File: src/rtl/lsu_pkg.sv
// Shared constants and types for the data-memory load/store unit.
// Imported by the lane-steering helper and the LSU top.
package lsu_pkg;

    localparam logic [2:0] F3_B  = 3'b000;
    localparam logic [2:0] F3_H  = 3'b001;
    localparam logic [2:0] F3_W  = 3'b010;
    localparam logic [2:0] F3_BU = 3'b100;
    localparam logic [2:0] F3_HU = 3'b101;

    localparam int MAX_MEM_LATENCY = 7;

    typedef enum logic [1:0] {
        IDLE,
        STORE,
        LOAD_WAIT,
        RESP
    } state_t;

endpackage

File: src/rtl/lsu_align.sv
// Byte-lane steering, load extension and misalignment/funct3 checks.
// Purely combinational; the LSU top registers everything it produces.
module lsu_align
    import lsu_pkg::*;
(
    input  logic        is_store,
    input  logic [2:0]  funct3,
    input  logic [1:0]  addr,
    input  logic [31:0] wdata,
    input  logic [31:0] drdata,
    output logic [3:0]  dwe,
    output logic [31:0] dwdata,
    output logic [31:0] ldata,
    output logic        fault
);

    logic        illegal;
    logic        misaligned;
    logic [31:0] shifted;
    logic [7:0]  lane_b;
    logic [15:0] lane_h;

    always_comb begin
        illegal = 1'b0;
        if (is_store) begin
            illegal = !(funct3 == F3_B || funct3 == F3_H || funct3 == F3_W);
        end else begin
            illegal = (funct3 == 3'b011) || (funct3 == 3'b110) || (funct3 == 3'b111);
        end
    end

    assign misaligned = ((funct3[1:0] == 2'b01) && addr[0])
                     || ((funct3[1:0] == 2'b10) && (addr != 2'b00));
    assign fault = illegal || misaligned;

    always_comb begin
        dwe    = 4'b0000;
        dwdata = 32'h0;
        if (is_store && !fault) begin
            case (funct3)
                F3_B: begin
                    dwe    = 4'b0001 << addr;
                    dwdata = {4{wdata[7:0]}};
                end
                F3_H: begin
                    dwe    = 4'b0011 << {addr[1], 1'b0};
                    dwdata = {2{wdata[15:0]}};
                end
                F3_W: begin
                    dwe    = 4'b1111;
                    dwdata = wdata;
                end
                default: begin
                    dwe    = 4'b0000;
                    dwdata = 32'h0;
                end
            endcase
        end
    end

    assign shifted = drdata >> {addr, 3'b000};
    assign lane_b  = shifted[7:0];
    assign lane_h  = addr[1] ? drdata[31:16] : drdata[15:0];

    always_comb begin
        ldata = 32'h0;
        case (funct3)
            F3_B:    ldata = {{24{lane_b[7]}}, lane_b};
            F3_BU:   ldata = {24'h0, lane_b};
            F3_H:    ldata = {{16{lane_h[15]}}, lane_h};
            F3_HU:   ldata = {16'h0, lane_h};
            F3_W:    ldata = drdata;
            default: ldata = 32'h0;
        endcase
    end

endmodule

File: src/rtl/dmem_lsu.sv
// Load/store unit: sequences one memory request per transaction
// and stalls the single-cycle core while the access is in flight.
module dmem_lsu
    import lsu_pkg::*;
#(
    parameter int MEM_LATENCY = 1
) (
    input  logic        clk,
    input  logic        reset,
    input  logic        req_valid,
    output logic        req_ready,
    input  logic        memread,
    input  logic [3:0]  memwrite,
    input  logic [2:0]  funct3,
    input  logic [31:0] addr,
    input  logic [31:0] wdata,
    output logic        resp_valid,
    output logic [31:0] rdata,
    output logic        fault,
    output logic        stall,
    output logic [31:0] daddr,
    output logic [31:0] dwdata,
    output logic [3:0]  dwe,
    output logic        dre,
    input  logic [31:0] drdata
);

    localparam int LAT = (MEM_LATENCY < 1) ? 1
                       : (MEM_LATENCY > MAX_MEM_LATENCY) ? MAX_MEM_LATENCY
                       : MEM_LATENCY;
    localparam logic [2:0] CNT_INIT = 3'(LAT - 1);

    state_t      state;
    logic [2:0]  cnt;
    logic [2:0]  funct3_q;
    logic [1:0]  addr_q;

    logic        is_load;
    logic        is_store;
    logic        a_store;
    logic [2:0]  a_funct3;
    logic [1:0]  a_addr;
    logic [3:0]  al_dwe;
    logic [31:0] al_dwdata;
    logic [31:0] al_ldata;
    logic        al_fault;

    assign is_load  = memread;
    assign is_store = !memread && (memwrite != 4'b0000);

    // Live request fields in IDLE, captured ones while a load is waiting.
    assign a_store  = (state == IDLE) && is_store;
    assign a_funct3 = (state == IDLE) ? funct3 : funct3_q;
    assign a_addr   = (state == IDLE) ? addr[1:0] : addr_q;

    lsu_align u_align (
        .is_store (a_store),
        .funct3   (a_funct3),
        .addr     (a_addr),
        .wdata    (wdata),
        .drdata   (drdata),
        .dwe      (al_dwe),
        .dwdata   (al_dwdata),
        .ldata    (al_ldata),
        .fault    (al_fault)
    );

    assign stall = (state == STORE) || (state == LOAD_WAIT)
                || ((state == IDLE) && req_valid);

    always_ff @(posedge clk) begin
        if (reset) begin
            state      <= IDLE;
            req_ready  <= 1'b1;
            resp_valid <= 1'b0;
            rdata      <= 32'h0;
            fault      <= 1'b0;
            dwe        <= 4'b0000;
            dre        <= 1'b0;
            dwdata     <= 32'h0;
            daddr      <= 32'h0;
            cnt        <= 3'd0;
            funct3_q   <= F3_B;
            addr_q     <= 2'b00;
        end else begin
            unique case (state)
                IDLE: begin
                    if (req_valid) begin
                        funct3_q  <= funct3;
                        addr_q    <= addr[1:0];
                        daddr     <= {addr[31:2], 2'b00};
                        req_ready <= 1'b0;
                        if (!is_load && !is_store) begin
                            state      <= RESP;
                            resp_valid <= 1'b1;
                            rdata      <= 32'h0;
                            fault      <= 1'b0;
                        end else if (al_fault) begin
                            state      <= RESP;
                            resp_valid <= 1'b1;
                            rdata      <= 32'h0;
                            fault      <= 1'b1;
                        end else if (is_load) begin
                            state <= LOAD_WAIT;
                            dre   <= 1'b1;
                            cnt   <= CNT_INIT;
                        end else begin
                            state  <= STORE;
                            dwe    <= al_dwe;
                            dwdata <= al_dwdata;
                        end
                    end
                end
                STORE: begin
                    state      <= RESP;
                    dwe        <= 4'b0000;
                    dwdata     <= 32'h0;
                    resp_valid <= 1'b1;
                    rdata      <= 32'h0;
                    fault      <= 1'b0;
                end
                LOAD_WAIT: begin
                    if (cnt == 3'd0) begin
                        state      <= RESP;
                        dre        <= 1'b0;
                        resp_valid <= 1'b1;
                        rdata      <= al_ldata;
                        fault      <= 1'b0;
                    end else begin
                        cnt <= cnt - 3'd1;
                    end
                end
                RESP: begin
                    state      <= IDLE;
                    resp_valid <= 1'b0;
                    req_ready  <= 1'b1;
                end
                default: state <= IDLE;
            endcase
        end
    end

endmodule
File: config.mk
export PLATFORM = sky130hd
export DESIGN_NAME = dmem_lsu
export DESIGN_NICKNAME = d
export VERILOG_FILES = /design/src/rtl/lsu_pkg.sv /design/src/rtl/lsu_align.sv /design/src/rtl/dmem_lsu.sv
export SDC_FILE = /design/constraint.sdc
export NUM_CORES = 1
export LEC_CHECK = 0
export ABC_AREA = 1
export CORE_ASPECT_RATIO = 1.1
export CORE_MARGIN = 2
export CORE_UTILIZATION = 50
export CTS_CLUSTER_SIZE = 14
export DETAILED_ROUTE_END_ITERATION = 12
export PLACE_DENSITY = 0.87
export SLEW_MARGIN = 25
export SYNTH_ARGS = -nofsm -noshare
export SYNTH_HDL_FRONTEND = slang
export SYNTH_SLANG_ARGS = --single-unit
File: constraint.sdc
create_clock -name clk -period 4.05 [get_ports clk]
set_input_delay 0.81 -clock clk [delete_from_list [all_inputs] [get_ports clk]]
set_output_delay 0.81 -clock clk [all_outputs]
set_load 0.1 [all_outputs]
==> metrics.sh <==
RUN_STATUS='completed'
SEQ_AREA_FRAC_SYNTH=0.355
FINALHOLDVIOLCOUNT=0
WORSTSETUPSTARTPOINTTYPE='register'
DRCVIOLATIONCOUNT=0
HTREEDEPTH=3
VIA_COUNT=7057
ROUTE.ANTENNA.REMAINING_NETS=0
FIRST_GLOBAL_VIAS=6308
ANTENNA_VIOLATIONS_BEFORE_REPAIR=0
SYNTH_ENABLE_FLOP_CELLS=0
FINALWORSTPATHREQUIREDPERIOD_NS=3.16
HOLD_PATH_END='resp_valid'
POST-CTS-SETUP-BUFFER-COUNT=0
FINAL.SETUP_SKEW_NS=0.00747
POSTSYNTHAREAPERCELL_UM2=6.12
MOSTFREQUENTLAYOUTCELLS='281 x nand2_1, 230 x nor2_1, 208 x clkdlybuf4s50_1, 112 x dfxtp_1, 92 x inv_1'
CP.ARRIVAL_NS=3.46
IO_BUFFERS=209
POST_CTS_RESIZE_COUNT=0
TOTALNEGATIVESETUPSLACK_NS=0
SETUP_VIOL=0
GLOBAL_ROUTE_WIRE_LENGTH_BEFORE_REPAIR_UM=29900
WORST-R2R-CELL-COUNT=14
DRT_FIRST_ITER_VIOLATIONS=706
FF_LATCH_AREA_UM2=2240
FILLER_CELL_COUNT=1070
FRACTION_OF_FINAL_LAYOUT_CELLS_WITH_DRIVE_STRENGTH_GREATER_THAN_1=0.0480
YS.WARNINGS.COUNT=0
ROUTABILITYCONGESTION=0.936
SYNTH-ASYNC-RESET-RATIO=0
TIMING.CRITICAL_PATH.SLOWEST_STAGE_CELL='nand2_4'
TRITONCTS='yes'
FLOW.AREA_GROWTH_FROM_SYNTHESIS_PCT=38.5
WORSTREG2REGSTART='state[0]'
INSERTION_DELAY_NS=0.35
MAXIMUM_FREQUENCY_FROM_STATIC_TIMING_ANALYSIS_MHz=316
MAX-CAP-VIOLATIONS=0
MAX_SLEW.WORST_PIN.SLEW_NS=1.00
FINAL_CLOCK_PERIOD_UTILIZATION_BY_THE_WORST_PATH=0.781
CRITICAL_PATH.N_BUFFERS_INVERTERS=3
ANTENNA-DIODE-COUNT=0
MULTI_INPUT_COMB_AREA_UM2=3400
COREAREA_UM2=12500
FINAL_COMMON_CELL='nand2_1'
UNREPAIRED_SETUP_ENDPOINTS_AFTER_GLOBAL_ROUTING='false'
POST_SYNTH_INSTANCE_AREA_UM2=6320
DIE_HEIGHT_UM=122
CRITICALPATHCATEGORY='reg -> reg'
NUM-NETS-FINAL=1316
WL_PER_CELL_UM=14.0
REMAINING_GLOBAL_ROUTE_OVERFLOW=0
WORST_HOLD_STARTPOINT='resp_valid'
ROW_COUNT=43
TRITONCTS.NUM_BUFFERS=9
PATH_MAX_FANOUT=54
MAXIMUM_NUMBER_OF_PINS_ON_ONE_NET_BEFORE_GLOBAL_ROUTE_REPAIR=56
GRT.TOTAL_USAGE=0.269
WORSTREG2REGEND='dwe[3]'
DRT-TOTAL-WL_UM=19100
TOP_LEVEL_PORTS=212
VIAS_PER_CELL=5.17
CTS-ROOT-BUF='clkbuf_16'
DP_HPWL_UM=13700
PATH_DELAY_FAMILY='simple AND/OR/NAND/NOR gates'
CTS_HOLD_BUFFERS=0
CLK_PIN_SLEW_WORST_PATHS_NS=0.07
CRITICAL_PATH.MAX_STAGE_DELAY_NS=0.43
FINALMAXSLEWVIOLATIONS=0
YS.FLOP_TYPE='dfxtp_1'
DETAILEDROUTE.FIRSTPASSITERATIONCOUNT=6
PATH_CELLS='inv_1 -> ha_1 -> buf_4 -> inv_2 -> nand2_1 -> nand2_1 -> nand2_2 -> nand3_2 -> nand3_2 -> nand2_4 -> nand2_2 -> nand2_1 -> nand2_1 -> nor2_1'
CRIT_REQUIRED_NS=4.35
R2R_SLACK_NS=0.89
INITIAL_CELL_DENSITY_OF_THE_CORE=0.506
CTS.SINK_COUNT=112
YOSYS.CELL_TYPES.COUNT=35
POST_SYNTHESIS_SEQUENTIAL_ELEMENT_COUNT=112
HOLD-PATH-CELL-COUNT=2
MAX_SLEW_HEADROOM=0.329
TYPE_OF_ELEMENT_CAPTURING_THE_CRITICAL_PATH='register'
CLOCK_PATH_BUFFERS=2
WORST_PATH_MOST_REPEATED_CELL='nand2_1'
SYN-INSTANCE-COUNT=1033
DIE_WIDTH_UM=111
HOLD_CLASS='reg -> reg'
FLOORPLAN.DIE_AREA_UM2=13600
## final cells by class
cell class,count,share of cell area
Clock buffer,10,0.0273
Multi-Input combinational cell,764,0.389
Sequential cell,112,0.256
Clock inverter,6,0.0157
Tap cell,157,0.0224
Timing Repair Buffer,217,0.247
Inverter,99,0.0425
## worst max-delay path by stage
stage | endpoint | depth (start not counted) | slack, ns | startpoint
floorplan | stall | 7 | 1.19 | state[0]
global placement | funct3_q[2] | 6 | 0.83 | req_valid
detailed placement | dwdata[30] | 11 | 0.79 | funct3[1]
CTS | dwe[3] | 14 | 0.93 | state[0]
global route | dwdata[3] | 14 | 0.58 | state[0]
finish | dwe[3] | 14 | 0.89 | state[0]
## flip-flops by register name (all words and copies together) (netlist names)
signal      flops
dwdata         32
rdata          32
daddr          30
dwe             4
cnt             3
funct3_q        3
addr_q          2
state           2
dre             1
fault           1
req_ready       1
resp_valid      1
## worst reg2reg max path, cell delays in order, from the launching register on
cell and delay (ns):
dfxtp_1 0.40, inv_1 0.09, ha_1 0.20, buf_4 0.20
inv_2 0.22, nand2_1 0.09, nand2_1 0.32, nand2_2 0.17
nand3_2 0.18, nand3_2 0.11, nand2_4 0.43, nand2_2 0.37
nand2_1 0.17, nand2_1 0.07, nor2_1 0.09
## cell usage after synthesis, types with 2 or more instances
| cell type | count | share of area |
|---|---|---|
| o211ai_1 | 4 | 0.0048 |
| nand2_1 | 281 | 0.17 |
| nand3_1 | 50 | 0.040 |
| buf_1 | 3 | 0.0018 |
| clkbuf_1 | 26 | 0.015 |
| nor2_1 | 230 | 0.14 |
| nand2_4 | 4 | 0.0071 |
| a21oi_1 | 87 | 0.069 |
| a31oi_1 | 3 | 0.0030 |
| buf_2 | 18 | 0.014 |
| o21ai_0 | 55 | 0.044 |
| nand3_4 | 2 | 0.0055 |
| nand4_1 | 13 | 0.013 |
| dfxtp_1 | 112 | 0.35 |
| buf_6 | 7 | 0.012 |
| inv_2 | 4 | 0.0024 |
| ha_1 | 6 | 0.012 |
| nand2_2 | 9 | 0.0089 |
| inv_1 | 94 | 0.056 |
| buf_4 | 5 | 0.0059 |
| nand3_2 | 5 | 0.0079 |
| nor2_4 | 2 | 0.0036 |
## stage by stage
stage                     hold slack (ns)  cells  setup WS [ns]  utilization  area [µm²]
after floorplan                     0.444   1034           1.19            -        6320
after global placement              0.456   1349          0.832        0.671        8380
after detailed placement            0.462   1349          0.785        0.671        8380
after CTS                           0.476   1365          0.928        0.701        8750
after global routing                0.500   1365          0.583        0.701        8750
final                               0.480   1365          0.888        0.701        8750
## per-layer routing
layer	vias up	track usage	share of wire
li1	3555	-	-
met1	3158	0.337	0.42
met2	299	0.467	0.48
met3	45	0.0433	0.068
met4	0	0.103	0.028
met5	-	0	0
## cell families after synthesis
| family | after synthesis | share of synthesized area |
|---|---|---|
| xor gates and xnor gates | 1 | 0.00139 |
| DFF | 112 | 0.355 |
| and+or+nand+nor | 600 | 0.393 |
| adders and majority gates | 6 | 0.0119 |
| other | 1 | 0.000593 |
| AOI/OAI and AO/OA | 155 | 0.129 |
| buffers and inverters | 158 | 0.109 |
Power is left out: the tool's default activity adds up to more than one toggle a clock period on the data nets, which glitch-free logic cannot reach.
